===== src/rtl/bus_timer_pkg.sv =====
// Shared constants for the bus_timer peripheral: register byte offsets,
// CTRL/STATUS bit positions and register reset constants.
package bus_timer_pkg;

    localparam logic [4:0] OFF_CTRL     = 5'h00;
    localparam logic [4:0] OFF_PRESCALE = 5'h04;
    localparam logic [4:0] OFF_COUNT    = 5'h08;
    localparam logic [4:0] OFF_COMPARE  = 5'h0C;
    localparam logic [4:0] OFF_STATUS   = 5'h10;

    localparam int CTRL_W          = 3;
    localparam int CTRL_EN         = 0;
    localparam int CTRL_AUTORELOAD = 1;
    localparam int CTRL_IE         = 2;

    localparam int STATUS_MATCH = 0;

    localparam logic [31:0] COMPARE_RESET = 32'hFFFF_FFFF;

endpackage


===== src/rtl/timer_prescaler.sv =====
// 16-bit prescaler: emits a one-cycle tick every prescale+1 enabled cycles.
// Disabling or clearing restarts a full period.
module timer_prescaler (
    input  logic        clk,
    input  logic        reset,
    input  logic        enable,
    input  logic        clear,
    input  logic [15:0] prescale,
    output logic        tick
);

    logic [15:0] pcnt_q;
    logic [15:0] pcnt_d;

    // The tick in a clearing cycle still uses the old prescale and pcnt.
    assign tick = enable && (pcnt_q == prescale);

    // NOTE: every always_comb output gets a default first so no latch is inferred.
    always_comb begin
        pcnt_d = pcnt_q + 16'd1;
        if (!enable || clear || tick) begin
            pcnt_d = '0;
        end
    end

    // NOTE: sequential state uses non-blocking assignments only.
    always_ff @(posedge clk or negedge reset) begin
        if (!reset) begin
            pcnt_q <= '0;
        end else begin
            pcnt_q <= pcnt_d;
        end
    end

endmodule


===== src/rtl/bus_timer.sv =====
// Memory-mapped 32-bit timer responder with prescaler, compare and sticky MATCH.
// Define BUS_TIMER_IRQ_EN to implement CTRL.IE and drive irq = MATCH & IE.
module bus_timer
    import bus_timer_pkg::*;
#(
    parameter logic [31:0] BASE_ADDR      = 32'h0000_1000,
    parameter logic [15:0] RESET_PRESCALE = 16'd0
) (
    input  logic        clk,
    input  logic        reset,
    input  logic [31:0] address,
    input  logic [31:0] dataIn,
    output logic [31:0] dataOut,
    input  logic        busWriteEnable,
    output logic        selected,
    output logic        irq
);

`ifdef BUS_TIMER_IRQ_EN
    localparam logic [CTRL_W-1:0] CTRL_WR_MASK = 3'b111;
`else
    localparam logic [CTRL_W-1:0] CTRL_WR_MASK = 3'b011;
`endif

    logic [CTRL_W-1:0] ctrl_q, ctrl_d;
    logic [15:0]       prescale_q, prescale_d;
    logic [31:0]       count_q, count_d;
    logic [31:0]       compare_q, compare_d;
    logic              match_q, match_d;

    logic [4:0] reg_off;
    logic       wr_en;
    logic       wr_ctrl, wr_prescale, wr_count, wr_compare, wr_status;
    logic       tick;
    logic       count_hit;
    logic       unused_addr_bits;

    // Byte lanes are ignored; every access is a full word.
    assign unused_addr_bits = ^address[1:0];

    assign selected = (address[31:5] == BASE_ADDR[31:5]);
    assign reg_off  = {address[4:2], 2'b00};
    assign wr_en    = selected && busWriteEnable;

    assign wr_ctrl     = wr_en && (reg_off == OFF_CTRL);
    assign wr_prescale = wr_en && (reg_off == OFF_PRESCALE);
    assign wr_count    = wr_en && (reg_off == OFF_COUNT);
    assign wr_compare  = wr_en && (reg_off == OFF_COMPARE);
    assign wr_status   = wr_en && (reg_off == OFF_STATUS);

    timer_prescaler u_prescaler (
        .clk      (clk),
        .reset    (reset),
        .enable   (ctrl_q[CTRL_EN]),
        .clear    (wr_prescale),
        .prescale (prescale_q),
        .tick     (tick)
    );

    assign count_hit = (count_q == compare_q);

    always_comb begin
        ctrl_d     = ctrl_q;
        prescale_d = prescale_q;
        count_d    = count_q;
        compare_d  = compare_q;
        match_d    = match_q;

        if (wr_ctrl) begin
            ctrl_d = dataIn[CTRL_W-1:0] & CTRL_WR_MASK;
        end
        if (wr_prescale) begin
            prescale_d = dataIn[15:0];
        end
        if (wr_compare) begin
            compare_d = dataIn;
        end

        // W1C is applied before the match set so a simultaneous set wins.
        if (wr_status && dataIn[STATUS_MATCH]) begin
            match_d = 1'b0;
        end
        if (tick) begin
            count_d = count_q + 32'd1;
            if (count_hit) begin
                match_d = 1'b1;
                if (ctrl_q[CTRL_AUTORELOAD]) begin
                    count_d = '0;
                end
            end
        end

        // A CPU write to COUNT overrides the tick step; the match above used the old value.
        if (wr_count) begin
            count_d = dataIn;
        end
    end

    always_ff @(posedge clk or negedge reset) begin
        if (!reset) begin
            ctrl_q     <= '0;
            prescale_q <= RESET_PRESCALE;
            count_q    <= '0;
            compare_q  <= COMPARE_RESET;
            match_q    <= 1'b0;
        end else begin
            ctrl_q     <= ctrl_d;
            prescale_q <= prescale_d;
            count_q    <= count_d;
            compare_q  <= compare_d;
            match_q    <= match_d;
        end
    end

    always_comb begin
        dataOut = '0;
        if (selected) begin
            case (reg_off)
                OFF_CTRL:     dataOut = {29'd0, ctrl_q};
                OFF_PRESCALE: dataOut = {16'd0, prescale_q};
                OFF_COUNT:    dataOut = count_q;
                OFF_COMPARE:  dataOut = compare_q;
                OFF_STATUS:   dataOut = {31'd0, match_q};
                default:      dataOut = '0;
            endcase
        end
    end

`ifdef BUS_TIMER_IRQ_EN
    assign irq = match_q && ctrl_q[CTRL_IE];
`else
    assign irq = 1'b0;
`endif

endmodule


===== config.mk =====
export PLATFORM = sky130hd
export DESIGN_NAME = bus_timer
export DESIGN_NICKNAME = d
export VERILOG_FILES = /design/src/rtl/bus_timer_pkg.sv /design/src/rtl/timer_prescaler.sv /design/src/rtl/bus_timer.sv
export SDC_FILE = /design/constraint.sdc
export NUM_CORES = 1
export LEC_CHECK = 0
export BUFFER_PORTS_ARGS = -buffer_cell sky130_fd_sc_hd__buf_4
export CAP_MARGIN = 15
export CORE_MARGIN = 3
export CORE_UTILIZATION = 50
export CTS_BUF_LIST = sky130_fd_sc_hd__clkbuf_4 sky130_fd_sc_hd__clkbuf_8 sky130_fd_sc_hd__clkbuf_16
export DETAILED_ROUTE_END_ITERATION = 8
export HOLD_SLACK_MARGIN = 0.05
export PLACE_DENSITY = 0.72
export RECOVER_POWER = 100
export REMOVE_ABC_BUFFERS = 1
export SLEW_MARGIN = 20
export SYNTH_ARGS = -nofsm -noshare
export SYNTH_HDL_FRONTEND = slang
export SYNTH_HIERARCHICAL = 1
export SYNTH_SLANG_ARGS = --single-unit

===== constraint.sdc =====
create_clock -name clk -period 5.3 [get_ports clk]
set_input_delay 0.795 -clock clk [delete_from_list [all_inputs] [get_ports clk]]
set_output_delay 0.795 -clock clk [all_outputs]
set_load 0.01 [all_outputs]

==> key figures <==
Outcome
  • Violated checks: capacitance limit, slew limit
  • Status: complete, but fails checks

STA
  • Clk_skew: between 0.009 and 0.01 ns
  • Setup TNS: 0 ns
  • Hold_ws: 0.5199 ns
  • Max Fclk: around 230 MHz
  • Final Slew Violations: 66
  • Worst setup margin: 1.041 ns
  • Final setup fails: 0
  • Relative slew slack: -80.90%
  • Minimum clock period: 4.259 ns
  • Final Cycle Share: 80.35%
  • Final hold violation count: 0
  • RSZ-0062 raised after global routing: false
  • Worst slew pin tran: about 2.7 ns

Critical path
  • CP endpoint kind: output port
  • WP data required: between 4 and 5 ns
  • R2r startpoint: u_prescaler/pcnt_q[11]
  • Reg2Reg Depth: 9
  • Reg2reg end: count_q[17]
  • Crit path max-delay cell type: clkbuf_1
  • Crit-path max FO: 25
  • Reg2Reg Setup Slack: 1.71 ns
  • Critical Path, Cell by Cell: clkbuf_1, nor2b_1, a22oi_1, nor2_1, buf_4
  • Slowest stage delay, CP: 1.03 ns
  • Arrival time worst endpoint: 3.46 ns
  • Crit path launch type: input pin
  • Cell family with most CP delay: simple AND/OR/NAND/NOR gates
  • Critical path class: input pin to output port
  • CP bufs+invs: 2

Placed design
  • Post-Place Worst Slack: around 1.7 ns
  • IO Port Bufs: 97
  • Final Wtd Congestion: 0.8985
  • Dpl cell area: 0.006859 mm²
  • Detailed Place HPWL: 11470 µm

CTS
  • Total CTS buffers: 9
  • # H-tree levels: 3
  • CTS Sinks: 99
  • Root buffer cell: clkbuf_16
  • CTS Hold Bufs: 0
  • Clk buf depth: 2
  • CTS resizes: 0
  • TritonCTS clock tree: done
  • Skew-Pair Late Insertion Delay: 0.35 ns
  • Clock slew at reported path FFs: 0.06 ns
  • Setup Fix Bufs, Post-CTS: 0

Global route
  • Global-route wire length before repair: 25300 µm
  • Gr ovfl total: 0
  • Number of global-route vias before repair: slightly below 5000
  • Antenna violations before repair: 0
  • Overall Global Routing Usage: 24.23%
  • Largest net degree at the start of global routing: 53

Cells and area
  • Fill cell count: 1048
  • Final non-filler cell area: 0.006929 mm²
  • Layout cells sized above 1: 27.74%
  • Area delta synth->final: 13.90%
  • Commonest non-fill, non-tap cell in the layout: buf_4
  • Antenna cells: 0
  • # nets final: 738
  • Most frequent cells in the layout: buf_4 (68), dfrtp_1 (67), nor2_1 (55)

Drt
  • DRC Markers: 0
  • WL met3: 799 µm
  • Initial DRC count: 347
  • Drt first pass iters: 4
  • DR top layer: met4
  • Wire length on met1: 6794 µm
  • WL final: about 16000 µm
  • Via density: 5.925
  • Routed met2 length: 8022 µm
  • WL/cell: 19.47 µm
  • Post-DRT Antenna Nets: 0
  • Via Count: approximately 4800

Logic synthesis
  • Synth Register Bits: 99
  • YS warnings: 6
  • Post-Syn Area per Cell: 10.26 µm²
  • Post-synth EDFFs: 0
  • Post-synthesis cell type count: 57
  • Async set or reset register ratio after synthesis: 100.0%
  • Post-Syn Area: slightly above 0.006 mm²
  • Seq/Total Area, Yosys: 41.38%
  • Main flop type after synthesis: dfrtp_1
  • Post-Synthesis Cells: 593

Power
  • Power, Total: roughly 1.5 mW
  • VDD IR max: 0.0002221 V
  • Power Dens Cells: 216.5 mW/mm²
  • Leak: 2.724 nW

Hold path
  • Beginning of the worst hold path: match_q
  • Hold-critical path depth: 2
  • Hold Path Sink: match_q
  • Hold crit path type: flop to flop

Floorplan
  • Io pins: 101
  • Starting Density: 52.16%
  • Die W: 116.3 µm
  • Die height: 116.3 µm
  • # rows: 39
  • Die area: 0.01353 mm²
  • Core area: 0.01166 mm²

Flow run
  • Max cap viols: 2
[synthesized netlist by cell type, types with 3 or more instances]
master | count | area (µm²)
nor4_2 | 4 | 50.05
a22oi_1 | 30 | 225.2
a21oi_1 | 3 | 15.01
nor2b_1 | 3 | 18.77
xor2_1 | 53 | 464.2
and3_1 | 7 | 43.79
and4_1 | 4 | 35.03
buf_4 | 3 | 22.52
o21ai_0 | 6 | 30.03
clkbuf_1 | 17 | 63.81
xnor2_1 | 36 | 315.3
mux2_2 | 53 | 596.8
inv_1 | 10 | 37.54
nor4_1 | 21 | 131.4
o31ai_1 | 28 | 210.2
nor2_1 | 54 | 202.7
dfrtp_1 | 67 | 1677
nand3_1 | 18 | 90.09
nor3b_1 | 3 | 22.52
dfstp_2 | 32 | 840.8
mux2_4 | 9 | 135.1
clkbuf_2 | 3 | 15.01
buf_2 | 13 | 65.06
nand4_1 | 12 | 75.07
nand2_1 | 49 | 183.9
nor3_1 | 12 | 60.06
[registers in the layout (all words and copies together) (netlist names)]
name	count
compare_q	32
count_q	32
prescale_q	16
u_prescaler/pcnt_q	16
ctrl_q	2
match_q	1
[tightest hold or removal path, delay by kind of cell, from the launching register on]
family / cells / cell delay (ns)
DFF: 1 / 0.35
AOI/OAI and AO/OA: 2 / 0.13
[cells by family (layout without fill, tap and decap cells)]
family | count (synthesis) | in the layout | synth area share, %
buffers and inverters | 51 | 132 | 3.908
adder cells (fa/ha/maj) | 2 | 2 | 0.4113
AO/OA/AOI/OAI | 77 | 77 | 9.564
AND/OR/NAND/NOR | 207 | 207 | 18.76
multiplexers | 67 | 67 | 13.10
XOR/XNOR | 89 | 89 | 12.81
flip-flops | 99 | 99 | 41.38
other | 1 | 1 | 0.06164
[how the worst max path moves through the flow]
stage                    start             to  slack, ns  cells past startpoint
floorplan           address[2]    count_q[29]       0.67                      6
global placement    address[3]  compare_q[26]       1.81                      5
detailed placement  address[3]  compare_q[14]       1.71                      5
CTS                 address[3]    dataOut[12]       1.84                      5
global route             reset    count_q[19]       0.88                      2
finish              address[3]    dataOut[12]       1.04                      5
[where the power goes]
part / total [mW] / switching, mW / internal, mW
combinational: 0.0879 / 0.0474 / 0.0404
clock: 0.656 / 0.281 / 0.374
sequential: 0.757 / 0.00000825 / 0.757
[routing by layer]
metal | global-route usage [%] | vias up
li1 | - | 2272
met1 | 31.37 | 2410
met2 | 41.23 | 133
met3 | 4.870 | 26
met4 | 7.038 | 0
met5 | 0 | -
[through the flow]
stage               instances  util (%)
floorplan                 553         -
global route              817     59.41
global placement          801     58.81
finish                    817     59.41
CTS                       817     61.37
detailed placement        801     58.81
[final cells by class]
type	instances	area [µm²]	area share, %
inverters	11	41.29	0.5959
flip-flops and latches	99	2517	36.33
clock inverters	1	8.758	0.1264
repair buffers	105	654.4	9.444
clock buffers	15	289.0	4.171
multi-input cells	443	3239	46.75
well taps	143	178.9	2.582
Note: power is estimated with default switching activity, not from simulation.
